File: src/rtl/fp_pkg.sv
// -----------------------------------------------------------------------------
// fp_pkg
// Shared float32 definitions used by the fixed-to-float converter and the
// float arithmetic units of the BP network datapath.
//
// Contents:
//   FP_EXP_BIAS / FP_EXP_W / FP_MANT_W : IEEE-754 single-precision field layout
//   fp32_t                              : packed {sign, exp, mant} view of a float32
//   FP_ZERO                             : canonical positive zero
//   fp_pack()                           : assemble a float32 word from its fields
// -----------------------------------------------------------------------------
package fp_pkg;

  localparam int FP_EXP_BIAS = 127;
  localparam int FP_MANT_W   = 23;
  localparam int FP_EXP_W    = 8;

  localparam logic [31:0] FP_ZERO = 32'h0000_0000;

  typedef struct packed {
    logic                 sign;
    logic [FP_EXP_W-1:0]  exp;
    logic [FP_MANT_W-1:0] mant;
  } fp32_t;

  function automatic fp32_t fp_pack(input logic                 sign,
                                    input logic [FP_EXP_W-1:0]  exp,
                                    input logic [FP_MANT_W-1:0] mant);
    fp32_t f;
    f.sign = sign;
    f.exp  = exp;
    f.mant = mant;
    return f;
  endfunction

endpackage

File: src/rtl/u_lzc.sv
// -----------------------------------------------------------------------------
// u_lzc
// Combinational leading-zero counter.
//
// Parameters:
//   W  : input width
//   CW : count width, wide enough to hold the value W (all-zero input)
//
// Ports:
//   data_i  [W-1:0]  word to scan, MSB first
//   count_o [CW-1:0] number of zero bits above the most significant one;
//                    equals W when data_i is zero
// -----------------------------------------------------------------------------
module u_lzc #(
  parameter int W  = 32,
  parameter int CW = $clog2(W + 1)
) (
  input  logic [W-1:0]  data_i,
  output logic [CW-1:0] count_o
);

  // Scan from LSB upward; the last set bit seen is the most significant one,
  // so its assignment is the one that survives.
  always_comb begin
    count_o = CW'(W);
    for (int i = 0; i < W; i++) begin
      if (data_i[i]) begin
        count_o = CW'(W - 1 - i);
      end
    end
  end

endmodule

File: src/rtl/u_fix2float.sv
// -----------------------------------------------------------------------------
// u_fix2float
// Three-stage pipelined converter from signed fixed-point
// Q(IN_W-FRAC_W).FRAC_W to IEEE-754 single precision, round to nearest even.
//
//   S1 : sign / magnitude
//   S2 : leading-zero count, normalise, exponent
//   S3 : round, pack into q
//
// Parameters:
//   IN_W   : input width, 8..64
//   FRAC_W : fractional bits, 0..IN_W-1
//
// Ports:
//   clk        system clock, rising edge
//   rst_n      asynchronous active-low reset
//   din        fixed-point sample (two's complement)
//   in_valid   din valid this cycle
//   in_ready   converter accepts din this cycle
//   q          float32 result {sign, exp[7:0], mant[22:0]}
//   out_valid  q valid
//   out_ready  downstream accepts q
// -----------------------------------------------------------------------------
module u_fix2float
  import fp_pkg::*;
#(
  parameter int IN_W   = 32,
  parameter int FRAC_W = 16
) (
  input  logic            clk,
  input  logic            rst_n,
  input  logic [IN_W-1:0] din,
  input  logic            in_valid,
  output logic            in_ready,
  output logic [31:0]     q,
  output logic            out_valid,
  input  logic            out_ready
);

  localparam int LZ_W   = $clog2(IN_W + 1);
  localparam int KEEP_W = FP_MANT_W + 1;  // mantissa plus the implicit one

  // Unbiased exponent of a value whose MSB sits at bit IN_W-1, plus bias.
  localparam logic signed [8:0] EXP_BASE = 9'(IN_W - 1 - FRAC_W + FP_EXP_BIAS);

  generate
    if (IN_W < 8 || IN_W > 64) begin : g_bad_in_w
      $error("u_fix2float: IN_W must be in 8..64");
    end
    if (FRAC_W < 0 || FRAC_W > IN_W - 1) begin : g_bad_frac_w
      $error("u_fix2float: FRAC_W must be in 0..IN_W-1");
    end
  endgenerate

  // ---------------------------------------------------------------------------
  // Handshake: a single advance enable en = out_ready | ~out_valid moves the
  // whole pipeline. in_ready = en. A sample enters on in_valid & in_ready and
  // leaves on out_valid & out_ready. With en low every stage holds data and
  // valid, so q/out_valid are stable while stalled. Valid flags shift with en,
  // so bubbles travel through; data in an invalid stage is don't-care.
  // ---------------------------------------------------------------------------
  logic en;
  assign en       = out_ready | ~out_valid;
  assign in_ready = en;

  logic v1_q, v2_q, v3_q;

  // ---------------------------------------------------------------------------
  // S1: sign / magnitude
  // ---------------------------------------------------------------------------
  logic            s1_sign_d, s1_sign_q;
  logic [IN_W-1:0] s1_mag_d,  s1_mag_q;

  // Negation in IN_W bits maps the most negative input onto 2^(IN_W-1),
  // which is exactly its magnitude as an unsigned number.
  always_comb begin
    s1_sign_d = din[IN_W-1];
    s1_mag_d  = din[IN_W-1] ? -din : din;
  end

  // ---------------------------------------------------------------------------
  // S2: normalise
  // ---------------------------------------------------------------------------
  logic [LZ_W-1:0]   s1_lz;
  logic              s2_sign_d, s2_sign_q;
  logic [IN_W-1:0]   s2_norm_d, s2_norm_q;
  logic signed [8:0] s2_exp_d,  s2_exp_q;
  logic              s2_zero_d, s2_zero_q;
  logic signed [8:0] lz_s;

  u_lzc #(
    .W  (IN_W),
    .CW (LZ_W)
  ) u_lzc_s2 (
    .data_i  (s1_mag_q),
    .count_o (s1_lz)
  );

  always_comb begin
    lz_s      = 9'(s1_lz);
    s2_sign_d = s1_sign_q;
    s2_norm_d = s1_mag_q << s1_lz;
    s2_exp_d  = EXP_BASE - lz_s;
    s2_zero_d = (s1_mag_q == '0);
  end

  // ---------------------------------------------------------------------------
  // S3: round and pack
  // ---------------------------------------------------------------------------
  // Padding with KEEP_W zeros below the normalised value lets one set of
  // slices serve every IN_W: for IN_W <= 24 guard and sticky land in the
  // padding and are zero, i.e. the conversion is exact.
  logic [IN_W+KEEP_W-1:0] norm_ext;
  logic [KEEP_W-1:0]      kept;
  logic                   guard_bit;
  logic                   sticky_bit;
  logic                   round_up;
  logic [FP_MANT_W:0]     mant_sum;
  logic                   mant_carry;
  logic [FP_MANT_W-1:0]   s3_mant;
  logic signed [8:0]      s3_exp_rnd;
  logic [31:0]            q_d, q_q;

  always_comb begin
    norm_ext   = {s2_norm_q, KEEP_W'(0)};
    kept       = norm_ext[IN_W+KEEP_W-1 -: KEEP_W];
    guard_bit  = norm_ext[IN_W-1];
    sticky_bit = |norm_ext[IN_W-2:0];
    round_up   = guard_bit & (sticky_bit | kept[0]);

    // Only the stored mantissa bits are incremented; a carry out of them with
    // the implicit one set means the rounded value reached the next power of 2.
    mant_sum   = {1'b0, kept[FP_MANT_W-1:0]} + KEEP_W'(round_up);
    mant_carry = mant_sum[FP_MANT_W] & kept[FP_MANT_W];
    s3_mant    = mant_carry ? '0 : mant_sum[FP_MANT_W-1:0];
    s3_exp_rnd = mant_carry ? (s2_exp_q + 9'sd1) : s2_exp_q;

    // Zero is always packed as positive zero, whatever the sign stage saw.
    if (s2_zero_q) begin
      q_d = FP_ZERO;
    end else begin
      q_d = fp_pack(s2_sign_q, s3_exp_rnd[FP_EXP_W-1:0], s3_mant);
    end
  end

  // The exponent of a nonzero result must stay in the normal range 1..254.
  always_ff @(posedge clk) begin
    if (rst_n && v2_q && !s2_zero_q) begin
      assert (s3_exp_rnd > 9'sd0 && s3_exp_rnd < 9'sd255);
    end
  end

  // ---------------------------------------------------------------------------
  // Pipeline registers
  // ---------------------------------------------------------------------------
  always_ff @(posedge clk or negedge rst_n) begin
    if (!rst_n) begin
      v1_q      <= 1'b0;
      v2_q      <= 1'b0;
      v3_q      <= 1'b0;
      s1_sign_q <= 1'b0;
      s1_mag_q  <= '0;
      s2_sign_q <= 1'b0;
      s2_norm_q <= '0;
      s2_exp_q  <= '0;
      s2_zero_q <= 1'b0;
      q_q       <= FP_ZERO;
    end else if (en) begin
      v1_q      <= in_valid;
      v2_q      <= v1_q;
      v3_q      <= v2_q;
      s1_sign_q <= s1_sign_d;
      s1_mag_q  <= s1_mag_d;
      s2_sign_q <= s2_sign_d;
      s2_norm_q <= s2_norm_d;
      s2_exp_q  <= s2_exp_d;
      s2_zero_q <= s2_zero_d;
      q_q       <= q_d;
    end
  end

  assign q         = q_q;
  assign out_valid = v3_q;

endmodule

File: config.mk
export PLATFORM = sky130hd
export DESIGN_NAME = u_fix2float
export DESIGN_NICKNAME = d
export VERILOG_FILES = /design/src/rtl/fp_pkg.sv /design/src/rtl/u_lzc.sv /design/src/rtl/u_fix2float.sv
export SDC_FILE = /design/constraint.sdc
export NUM_CORES = 1
export LEC_CHECK = 0
export CELL_PAD_IN_SITES_DETAIL_PLACEMENT = 0
export CELL_PAD_IN_SITES_GLOBAL_PLACEMENT = 1
export CORE_MARGIN = 1
export CORE_UTILIZATION = 40
export CTS_CLUSTER_SIZE = 40
export DETAILED_ROUTE_END_ITERATION = 16
export PLACE_DENSITY_LB_ADDON = 0.1
export SLEW_MARGIN = 15
export SYNTH_ARGS = -nofsm -noshare
export SYNTH_HDL_FRONTEND = slang
export SYNTH_SLANG_ARGS = --single-unit
File: constraint.sdc
create_clock -name clk -period 2.86 [get_ports clk]
set_clock_uncertainty 0.15 [all_clocks]
set_input_delay 0.429 -clock clk [delete_from_list [all_inputs] [get_ports clk]]
set_output_delay 0.429 -clock clk [all_outputs]
set_load 0.005 [all_outputs]
Yosys cells after proc, flatten, opt, wreduce, memory -nomap -nowiden
Cells that the tools add are included.
{"block": "word_totals", "ff_bits": 110, "input_bits": 36, "output_inout_bits": 34, "word_cells": 58}
{"block": "op_classes", "addsub": 4, "shift": 1, "n_mux": 36, "n_bitwise": 5, "reduce_logical": 2}
{"operator": "6-bit two-way mux", "n": 32}
{"operator": "32-bit two-way mux", "n": 2}
{"operator": "32-bit logical NOT", "n": 1}
{"operator": "32-bit negator", "n": 1}
{"operator": "32-bit by 6-bit left shift with 32-bit output", "n": 1}
{"operator": "23-bit by 1-bit adder with 24-bit output", "n": 1}
{"operator": "23-bit two-way mux", "n": 1}
{"operator": "8-bit by 2-bit adder with 8-bit output (second input constant)", "n": 1}
{"operator": "8-bit two-way mux", "n": 1}
{"operator": "8-bit by 6-bit subtractor with 8-bit output (first input constant)", "n": 1}
{"operator": "7-bit OR reduction", "n": 1}
{"operator": "1-bit AND", "n": 2}
{"operator": "1-bit OR", "n": 2}
{"operator": "1-bit inverter", "n": 1}

Longest topological paths before layout
{"block": "logic_depth", "depth_word": 33, "ltp_mapped": 13}

Hierarchy
A second synthesis with hierarchy kept.
{"block": "unflattened", "cells_unflattened": 825, "hier_area_um2": 7264.5}
{"mod": "u_fix2float", "n_inst": 1, "cells_each": 760, "area_per_inst_um2": 6896.6}
{"mod": "u_lzc", "n_inst": 1, "cells_each": 65, "area_per_inst_um2": 367.9}

Worst setup path after synthesis
No wires, ideal clock.
{"block": "synth_timing", "path_type": "register to register", "from": "register s1_mag_q[18]", "to": "register s2_norm_q[28]", "setup_time_ns": 0.092, "arrival_ns": 2.915, "required_ns": 2.618, "path_slack_ns": -0.297, "stages_incl_launch_ff": 11, "n_path_buf": 1, "cell_sequence": "dfrtp_1 -> buf_4 -> or3_1 -> or4_4 -> o211ai_4 -> inv_4 -> mux2i_1 -> or2_1 -> mux4_2 -> and2_1 -> o31ai_2"}
{"block": "synth_via", "elab_chain_len": 15}
{"element": "from (decl)", "line": "u_fix2float.sv:72", "text": "logic [IN_W-1:0] s1_mag_d, s1_mag_q;"}
{"element": "from (signal assigned)", "line": "u_fix2float.sv:173", "text": "s1_mag_q <= s1_mag_d;"}
{"element": "6-bit two-way mux (14 in series)", "line": "u_lzc.sv:27", "text": "if (data_i[i]) begin"}
{"element": "32-bit by 6-bit left shift with 32-bit output *", "line": "u_fix2float.sv:102", "text": "s2_norm_d = s1_mag_q << s1_lz;"}
{"element": "to (signal assigned)", "line": "u_fix2float.sv:175", "text": "s2_norm_q <= s2_norm_d;"}
{"element": "to (decl)", "line": "u_fix2float.sv:86", "text": "logic [IN_W-1:0] s2_norm_d, s2_norm_q;"}
Every way passes the cells marked *; elsewhere a longest branch is shown, timed or not.
A chain may end at the register's enable or synchronous reset.

Worst setup path in the final report
{"block": "layout_timing", "from": "register s1_mag_q[31]", "to": "register s2_norm_q[19]"}
{"block": "layout_via", "elab_chain_len": 2}
{"element": "6-bit two-way mux", "line": "u_lzc.sv:27"}
{"element": "32-bit by 6-bit left shift with 32-bit output *", "line": "u_fix2float.sv:102"}
Marked as above.

==> flow_summary.json <==
{
  "outcome": "complete, but fails checks",
  "failed_checks": "setup timing",
  "clock_sinks": 110,
  "area_growth_pct": 45.32,
  "die_h_um": 136.4,
  "ys.flop_type": "dfrtp_1",
  "holdCritStartpoint": "v2_q",
  "start_kind": "register",
  "fmax_mhz": 309.2,
  "start_util": 0.4136,
  "synth-edff-count": 0,
  "first_iter_violations": 341,
  "r2r-start": "s1_mag_q[31]",
  "grt_max_degree": 67,
  "r2r_setup_slack_ps": -370,
  "critPathMaxFanout": 6,
  "irDropWorstVdd_uv": 472.3,
  "yosys.area_share.simple": 0.2008,
  "die-area_um2": 18610,
  "timing.final.ws_setup_ps": -374.0,
  "path_class": "register to register",
  "p_int_mw": 6.183,
  "min_path_cells": 2,
  "fin_crit_ps": 3234,
  "num_vias": 7199,
  "nets": 1150,
  "grt_pass1_wl_um": 37050,
  "finalCoreUtilization": 0.6010,
  "cap_violations": 0,
  "coreArea_um2": 17480,
  "fin_crit_sh": 1.131,
  "cts_tree": "built",
  "overflow": 0,
  "dp_slack_ps": -640.8,
  "synth_mux_area_frac": 0.07374,
  "clockPowerShare": 0.135,
  "cts-root-buf": "clkbuf_16",
  "slew_headroom": 0.6310,
  "cts_buffers": 9,
  "io_pins": 70,
  "fin_total_pwr_mw": 10.27,
  "seq_power_share": 0.260,
  "arrival_ps": 3320,
  "grt_usage": 0.2574,
  "synth_top_family_by_area": "compound AO/OA/AOI/OAI gates",
  "synth_cell_type_count": 72,
  "portBuffers": 69,
  "setup_viol": 27,
  "p_sw_mw": 4.091,
  "tightest_slew_ps": 553.5,
  "dr.pass1.iters": 5,
  "slowest_stage": "or4_4",
  "holdWs_ps": 314.6,
  "final_common_cell": "buf_4",
  "synthAdderAreaFrac": 0.006924,
  "grt_pass1_vias": 7116,
  "wl_per_cell_um": 17.13,
  "rows": 48,
  "drtAntennaViolNets": 0,
  "clk_latency_ps": 360,
  "syn_area_um2": 7228,
  "worstPathCellList": "buf_6, o211ai_1, or4_4, o211ai_4, clkinv_4, buf_6, a22o_4, mux2_4, mux2_4, o221ai_2, o21ai_1",
  "max_stage_delay_ps": 600,
  "clockBufferDepth": 2,
  "end_kind": "register",
  "p_sw_frac": 0.3982,
  "ys_seq_area_frac": 0.3808,
  "syn-num-nets": 897,
  "die_w_um": 136.4,
  "viasPerCell": 5.372,
  "p_comb_frac": 0.605,
  "synthArstFlopShare": 1.000,
  "n_antenna_cell": 0,
  "synth.ff_latch_count": 110,
  "syn_area_per_cell_um2": 8.434,
  "antenna_found_initial": 0,
  "final_cell_mix": "209 x buf_4, 153 x nand2_1, 110 x dfrtp_1",
  "reg2reg_to": "s2_norm_q[19]",
  "place_area_um2": 9609,
  "leakage_nw": 4.480,
  "yosys_warnings": 0,
  "syn_inst": 857,
  "hold_viol_final": 0,
  "finalWirelength_um": 22960,
  "hp-class": "register to register",
  "cts_max_level": 3,
  "remaining_drc_errors": 0,
  "power_density_nw_per_um2": 978.1,
  "report.final.slew_viol_count": 0,
  "netlist_top_cells_area": "dfrtp_1 38%, nand2_1 8.0%, o21ai_0 6.2%",
  "drive_gt1_frac": 0.3022,
  "synth-compound-area-share": 0.2200,
  "yosys.area.top_type_share": 0.3808,
  "clk_pin_slew_ps": 80,
  "yosysTopAreaCell": "dfrtp_1",
  "post-route-cell-area_um2": 10500,
  "critPathRequiredTime_ps": 2950,
  "reg2regPathDepth": 11,
  "yosys.area_share.xor_xnor": 0.07270,
  "place.gp.congestion": 0.9737,
  "dp_hpwl_um": 18030,
  "rsz0062_at_grt": "yes",
  "holdPathEnd": "v2_q"
}
-- area by class of cell --
cell class,instances,area [um2]
clock buffers,10,229.0
clock inverters,6,92.59
fillers,1563,6973
inverters,16,67.56
multi-input cells,677,4604
flip-flops and latches,110,2753
well taps,225,281.5
repair buffers,296,2476
-- power by group through the flow --
stage          clock network (mW)  registers (mW)  logic (mW)
2_1_floorplan                   0            2.62        2.88
3_3_place_gp                    0            2.66        5.38
3_5_place_dp                    0            2.70        5.45
4_1_cts                      1.41            2.67        5.81
5_1_grt                      1.48            2.77        6.70
6_report                     1.39            2.67        6.21
-- flip-flops by register name, summed over array words and instances, names as in the netlist --
register,flops
v2_q,1
v1_q,1
s2_zero_q,1
s1_mag_q,32
s1_sign_q,1
s2_norm_q,32
s2_exp_q,8
q,32
out_valid,1
s2_sign_q,1
-- worst max-delay path by stage --
stage	startpoint	to	slack, ps	cells after the start
6_report	s1_mag_q[31]	s2_norm_q[19]	-370	11
5_1_grt	s1_mag_q[13]	s2_norm_q[19]	-470	12
4_1_cts	s1_mag_q[20]	s2_norm_q[28]	-330	9
3_5_place_dp	din[14]	s1_mag_q[28]	-640	9
3_3_place_gp	din[14]	s1_mag_q[28]	-530	9
2_1_floorplan	s1_mag_q[20]	s2_norm_q[28]	-250	9
-- layer usage --
metal,track usage,routed length [um],share of wire,up-vias
met5,0,0,0,-
met3,0.02722,563,0.025,36
met2,0.4679,11800,0.51,146
met1,0.3126,9965,0.43,3431
met4,0.08951,635,0.028,0
li1,-,-,-,3586
-- cells by family (layout without fill, tap and decap cells) --
family / Yosys count / count (layout)
simple gates: 317 / 318
compound gates: 249 / 249
xor+xnor: 60 / 60
flops: 110 / 110
mux: 46 / 46
buf+inv: 71 / 328
fa+ha+maj: 4 / 4
-- cell usage after synthesis, types with 5 or more instances --
cell type,instances
a221oi_1,5
a21oi_1,39
and3_1,9
mux2i_1,27
and2_1,10
or3_1,10
o22ai_1,6
nand2b_1,7
o31ai_1,14
a22oi_1,10
nor2b_1,5
nand4_1,6
nand2_1,154
o21ai_1,16
mux2_2,11
inv_1,12
nor3_1,15
a221o_1,5
a211oi_1,8
xor2_1,47
nor4_1,10
a22o_1,6
clkbuf_1,37
dfrtp_1,110
o21ai_0,89
xnor2_1,13
buf_2,6
nor2_1,54
o211ai_1,10
nand3_1,23
-- critical path: cells and delay by family (launching register included) --
family,cells,cell delay [ps]
buffers and inverters,3,380
AO/OA/AOI/OAI,5,970
multiplexers,2,590
flip-flops,1,400
AND/OR/NAND/NOR,1,600
-- through the flow --
stage               instances  setup TNS, ps
CTS                      1325          -4776
floorplan                 857          -1673
global route             1340          -9945
detailed placement       1299         -11710
finish                   1340          -6720
global placement         1299          -9976
-- repair_timing --
| action | CTS | global route |
|---|---|---|
| pin swaps | 13 | 20 |
| hold buffers | 1 | 0 |
| setup buffers | 8 | 15 |
| endpoints found under the setup margin | 38 | 38 |
| resized for setup | 67 | 38 |
| gates cloned | 1 | 0 |
| endpoints found under the hold margin | 39 | 0 |
No activity file was read; power rests on OpenSTA's default activity.
